[config.mk]
export PLATFORM = sky130hd
export DESIGN_NAME = ohs_boost_pwm_gen
export DESIGN_NICKNAME = d
export VERILOG_FILES = /design/src/rtl/ohs_boost_pkg.sv /design/src/rtl/ohs_boost_ce_gen.sv /design/src/rtl/ohs_boost_pwm_gen.sv
export SDC_FILE = /design/constraint.sdc
export NUM_CORES = 1
export LEC_CHECK = 0
export BUFFER_PORTS_ARGS = -buffer_cell sky130_fd_sc_hd__buf_2
export CORE_UTILIZATION = 55
export DETAILED_ROUTE_END_ITERATION = 10
export GPL_ROUTABILITY_DRIVEN = 1
export GPL_TIMING_DRIVEN = 0
export HOLD_SLACK_MARGIN = 0.15
export PLACE_DENSITY = 0.83
export SLEW_MARGIN = 20
export SYNTH_ARGS = -nofsm -noshare
export SYNTH_HDL_FRONTEND = slang
export SYNTH_SLANG_ARGS = --single-unit
export TNS_END_PERCENT = 100
[constraint.sdc]
create_clock -name aclk -period 8.9 [get_ports aclk]
set_clock_uncertainty 0.15 [all_clocks]
set_input_delay 0.445 -clock aclk [delete_from_list [all_inputs] [get_ports aclk]]
set_output_delay 0.445 -clock aclk [all_outputs]
set_load 0.03 [all_outputs]
[src/rtl/ohs_boost_pkg.sv]
// Shared constants and types for the level-1 boost converter PWM front end.
package ohs_boost_pkg;

  localparam int unsigned DEF_DATA_WIDTH    = 32;
  localparam int unsigned DEF_Q_WIDTH       = 22;
  localparam int unsigned DEF_COUNTER_WIDTH = 16;
  localparam int unsigned DEF_CE_DIV_WIDTH  = 8;

  localparam logic [DEF_DATA_WIDTH-1:0] ONE = DEF_DATA_WIDTH'(1) << DEF_Q_WIDTH;

  typedef enum logic {
    DIR_UP   = 1'b0,
    DIR_DOWN = 1'b1
  } carrier_dir_e;

endpackage

[src/rtl/ohs_boost_ce_gen.sv]
// Model step strobe prescaler: ce pulses once every ce_div+1 clocks, free-running.
module ohs_boost_ce_gen
  import ohs_boost_pkg::*;
#(
  parameter int unsigned CE_DIV_WIDTH = DEF_CE_DIV_WIDTH
) (
  input  logic                    aclk,
  input  logic                    resetn,
  input  logic [CE_DIV_WIDTH-1:0] ce_div,
  output logic                    ce
);

  logic [CE_DIV_WIDTH-1:0] ce_cnt;
  logic                    ce_hit;

  assign ce_hit = (ce_cnt == ce_div);

  always_ff @(posedge aclk) begin
    if (!resetn) begin
      ce_cnt <= '0;
      ce     <= 1'b0;
    end else begin
      ce_cnt <= ce_hit ? '0 : ce_cnt + CE_DIV_WIDTH'(1);
      ce     <= ce_hit;
    end
  end

endmodule

[src/rtl/ohs_boost_pwm_gen.sv]
// Double-buffered PWM modulator for the boost model; center-aligned carrier
// when OHS_BOOST_PWM_CENTER_ALIGNED_EN is defined, edge-aligned otherwise.
module ohs_boost_pwm_gen
  import ohs_boost_pkg::*;
#(
  parameter int unsigned MODEL_DATA_WIDTH = DEF_DATA_WIDTH,
  parameter int unsigned MODEL_Q_WIDTH    = DEF_Q_WIDTH,
  parameter int unsigned COUNTER_WIDTH    = DEF_COUNTER_WIDTH,
  parameter int unsigned CE_DIV_WIDTH     = DEF_CE_DIV_WIDTH
) (
  input  logic                        aclk,
  input  logic                        resetn,
  input  logic                        enable,
  input  logic [CE_DIV_WIDTH-1:0]     ce_div,
  input  logic [COUNTER_WIDTH-1:0]    period,
  input  logic [MODEL_DATA_WIDTH-1:0] duty,
  output logic                        ce,
  output logic                        S1_pwm,
  output logic                        sync,
  output logic [COUNTER_WIDTH-1:0]    cmp_active
);

  localparam int unsigned DW = MODEL_DATA_WIDTH;
  localparam int unsigned CW = COUNTER_WIDTH;
  localparam int unsigned PW = MODEL_DATA_WIDTH + COUNTER_WIDTH;
  localparam logic [DW-1:0] one_q = DW'(1) << MODEL_Q_WIDTH;

  logic [DW-1:0] duty_sat;
  logic [PW-1:0] prod;
  logic [CW-1:0] cmp_next;
  logic [CW-1:0] period_a;
  logic [CW-1:0] cnt, cnt_next, top;
  logic          period_ok, run, wrap, wrap_q, load;

  ohs_boost_ce_gen #(.CE_DIV_WIDTH(CE_DIV_WIDTH)) u_ce_gen (
    .aclk   (aclk),
    .resetn (resetn),
    .ce_div (ce_div),
    .ce     (ce)
  );

  always_comb begin
    if (duty[DW-1])         duty_sat = '0;
    else if (duty > one_q)  duty_sat = one_q;
    else                    duty_sat = duty;
  end

  assign prod     = PW'(duty_sat) * PW'(period);
  assign cmp_next = CW'(prod >> MODEL_Q_WIDTH);

  assign period_ok = (period_a >= CW'(2));
  assign run       = enable && period_ok;
  assign top       = period_a - CW'(1);

`ifdef OHS_BOOST_PWM_CENTER_ALIGNED_EN
  carrier_dir_e dir, dir_next;

  always_ff @(posedge aclk) begin
    if (!resetn) dir <= DIR_UP;
    else         dir <= dir_next;
  end

  // Each end value is held for one extra tick so a period is exactly 2*period_a ticks.
  always_comb begin
    dir_next = dir;
    cnt_next = cnt;
    wrap     = 1'b0;
    if (!run) begin
      dir_next = DIR_UP;
      cnt_next = '0;
    end else if (ce) begin
      unique case (dir)
        DIR_UP: begin
          if (cnt == top) dir_next = DIR_DOWN;
          else            cnt_next = cnt + CW'(1);
        end
        DIR_DOWN: begin
          if (cnt == '0) begin
            dir_next = DIR_UP;
            wrap     = 1'b1;
          end else begin
            cnt_next = cnt - CW'(1);
          end
        end
      endcase
    end
  end
`else
  always_comb begin
    cnt_next = cnt;
    wrap     = 1'b0;
    if (!run) begin
      cnt_next = '0;
    end else if (ce) begin
      if (cnt == top) begin
        cnt_next = '0;
        wrap     = 1'b1;
      end else begin
        cnt_next = cnt + CW'(1);
      end
    end
  end
`endif

  // A short period never wraps, so it reloads on every ce to let a new period take over.
  assign load = !enable || (ce && (!period_ok || wrap));

  always_ff @(posedge aclk) begin
    if (!resetn) begin
      cnt        <= '0;
      period_a   <= '0;
      cmp_active <= '0;
      S1_pwm     <= 1'b0;
      wrap_q     <= 1'b0;
      sync       <= 1'b0;
    end else begin
      cnt    <= cnt_next;
      S1_pwm <= run && (cnt < cmp_active);
      // Delayed one clock so sync lines up with the gate for the first tick.
      wrap_q <= wrap;
      sync   <= wrap_q && enable;
      if (load) begin
        period_a   <= period;
        cmp_active <= cmp_next;
      end
    end
  end

endmodule
==> out/qor.csv <==
stage,metric,value,unit
outcome,status,finished clean,
floorplan,DIE HEIGHT,175,µm
global_routing,initial antenna violation count,1,
clock_network,Post-CTS Setup Inserts,0,
placed_design,RD Place Congestion,1.00,
setup_path,CP Depth,28,
logic_synthesis,largest cells by area after synthesis,"fa_1 (45%), inv_1 (10%), ha_1 (7.4%)",
logic_synthesis,YS warnings,0,
floorplan,Die W,175,µm
flow_run,max_cap viols,0,
clock_network,clock root buffer,clkbuf_16,
sta,final slew viol count,0,
logic_synthesis,syn_area_per_cell,8.73,µm²
placed_design,HPWL after DPL,38900,µm
setup_path,worst r2r src,period_a[6]$_SDFFE_PN0P_,
sta,Max Fclk,0.116,GHz
logic_synthesis,Synth Cell Area,16400,µm²
logic_synthesis,ys async rst share,0,%
detailed_routing,drt pass-1 iters,9,
setup_path,Critical Path Start,duty[10],
detailed_routing,Final ANT Viol Nets,0,
clock_network,H-tree depth,3,
detailed_routing,DR WL/cell,19.1,µm
hold_path,Min-Delay Startpoint,enable,
global_routing,pin count of the biggest net entering global routing,13,
hold_path,hold depth,2,
setup_path,Worst Path Buf+Inv,7,
placed_design,dpl ws,-0.941,ns
floorplan,num ports,78,
logic_synthesis,Synth top area share,45.1,%
detailed_routing,Via Count,13700,
global_routing,total track usage,32.3,%
cells_and_area,Post-Layout Cell Count,2434,
detailed_routing,vias per inst,5.63,
clock_network,"Clk pin slew, worst setup/hold paths",0.05,ns
clock_network,clock buffer depth,2,
setup_path,Worst setup EP type,flop,
floorplan,core area,29000,µm²
power,Worst IR Drop VDD,0.271,mV
logic_synthesis,Netlist cell types,63,
logic_synthesis,Main synth FF type,dfxtp_1,
setup_path,cell mode on critical path,fa_1,
logic_synthesis,sequential share of the synthesized area,7.33,%
setup_path,Register-to-Register Path Depth,10,
sta,Final period util,96.8,%
sta,PnR worst setup slack,0.289,ns
sta,final hold vios,0,
logic_synthesis,Post-Synthesis Cells,1877,
hold_path,Worst Hold Class,input port to flop,
detailed_routing,Routed WL,46600,µm
global_routing,grt ovf,0,
clock_network,clock tree sinks,60,
cells_and_area,area grow syn2layout,9.39,%
clock_network,number of CTS-inserted buffers,9,
detailed_routing,# DRC,0,
cells_and_area,share of layout cells above drive strength 1,6.30,%
logic_synthesis,leading area contributor after synthesis,fa_1,
clock_network,hold buffer count at CTS,0,
setup_path,"CP delay by family, top",adder cells,
sta,crit path time final,8.61,ns
clock_network,CTS tree,yes,
placed_design,Port Buffer Count,76,
placed_design,Placed Area,17600,µm²
sta,setup violators final,0,
global_routing,vias in the first global route,14600,
global_routing,global-route wire length before repair,75700,µm
cells_and_area,fin area,17900,µm²
clock_network,clk_lat worst skew,0.33,ns
setup_path,Max stage delay on crit path,0.56,ns
sta,WHS,0.237,ns
logic_synthesis,Post-synth EDFFs,0,
power,Static Leak,0.00947,µW
floorplan,standard-cell rows,62,
cells_and_area,Final nets,2569,
floorplan,Initial Util,56.5,%
setup_path,CP Class,input port to flop,
detailed_routing,initial DRC count,1346,
floorplan,Die Area,30500,µm²
setup_path,Crit Path Max Fanout,10,
sta,Worst-Margin Slew,0.840,ns
setup_path,Worst EP required,8.96,ns
power,Pwr Density,130,nW/µm²
sta,max_slew headroom,44.0,%
logic_synthesis,Yosys reg bits,60,
cells_and_area,Final Core Density,61.8,%
placed_design,placed cells,2419,
setup_path,slowest CP cell,fa_1,
setup_path,CP arrival,8.67,ns
setup_path,Setup crit start kind,input port,
worst register-to-register path, stage by stage (launching register included):
cell	delay, ns
dfxtp_1	0.38
nor4_1	0.67
and3_1	0.32
nand3_1	0.10
xnor2_1	0.14
or4_1	0.51
nor4b_1	0.42
nand2_1	0.15
nand2b_1	0.24
buf_2	0.27
nor2_1	0.08
timing repair:
item,4_1_cts,5_1_grt
cloned,0,0
pin swaps,0,1
endpoints found under the setup margin,13,13
resized for setup,15,20
registers in the layout, indices dropped and copies added (netlist names):
name	count
S1_pwm	1
period_a	16
wrap_q	1
sync	1
cmp_active	16
cnt	16
u_ce_gen.ce	1
u_ce_gen.ce_cnt	8
layer usage:
layer,GRT usage (%),vias to the layer above,part of all wire [%]
li1,-,5921,-
met1,40.3,6816,37
met2,51.6,782,47
met3,8.20,177,11
met4,17.5,0,6.1
met5,0,-,0
logic make-up (layout without fill, tap and decap cells):
family / Yosys count / count (layout) / synth area share (%)
AOI/OAI and AO/OA: 119 / 119 / 4.87
xor gates and xnor gates: 64 / 64 / 3.42
adders and majority gates: 466 / 466 / 52.5
buffers and inverters: 541 / 631 / 12.6
DFF: 60 / 60 / 7.33
muxes: 25 / 25 / 1.53
other: 2 / 85 / 0.0458
and+or+nand+nor: 600 / 600 / 17.7
power breakdown:
part           switching, µW  internal (µW)
clock                    131            218
combinational            968            684
sequential              26.0            300
total                   1120           1200
layout by cell type, fill, tap and decap left out, types with 14 or more instances in the layout:
cell,netlist,layout
a21o_1,28,28
a21oi_1,33,31
and2_1,21,22
and3_1,134,134
buf_2,2,78
clkbuf_1,88,73
conb_1,2,84
dfxtp_1,60,60
fa_1,369,369
ha_1,97,97
inv_1,446,446
mux2i_1,25,25
nand2_1,270,270
nand3_1,32,32
nand4_1,14,14
nor2_1,68,68
xnor2_1,31,31
xor2_1,33,33
path summary, 6_finish.rpt:
path / to / slack [ns]
setup / recovery: cmp_active[7]$_SDFFE_PN0P_ / 0.29
hold / removal: sync$_SDFF_PN0_ / 0.24
setup reg to reg: cnt[7]$_SDFFE_PN0P_ / 5.37
hold reg to reg: sync$_SDFF_PN0_ / 0.34
through the flow:
step | total power (µW) | setup TNS [ns]
after floorplan | 1530 | 0
after global placement | 1850 | -6.07
after detailed placement | 1900 | -9.09
after CTS | 2290 | 0
after global routing | 2540 | -0.000280
final | 2330 | 0
layout make-up:
type	instances	area (µm²)
diodes	1	2.50
plain buffers	92	402
clock buffers	9	225
clock inverters	7	75.1
fillers	2494	11100
inverters	447	1680
multi-input cells	1358	13500
flip-flops and latches	60	1200
well taps	384	480
repair buffers	76	380
synthesized netlist by cell type, drive strengths merged (3+ instances only):
| library cell | count |
|---|---|
| a211oi | 3 |
| nor3 | 7 |
| or3 | 4 |
| mux2i | 25 |
| ha | 97 |
| o21ai | 16 |
| o31ai | 3 |
| o31a | 3 |
| fa | 369 |
| inv | 446 |
| nand2b | 9 |
| nor4 | 15 |
| or4 | 4 |
| nand2 | 271 |
| nand3b | 3 |
| nand4 | 14 |
| clkbuf | 88 |
| and2 | 26 |
| xor2 | 33 |
| o211ai | 7 |
| or2 | 4 |
| nand3 | 32 |
| and3 | 134 |
| o21a | 3 |
| dfxtp | 60 |
| xnor2 | 31 |
| a21o | 28 |
| buf | 6 |
| a31oi | 6 |
| a21oi | 33 |
| nor2 | 69 |
Note: power is estimated with default switching activity, not from simulation.
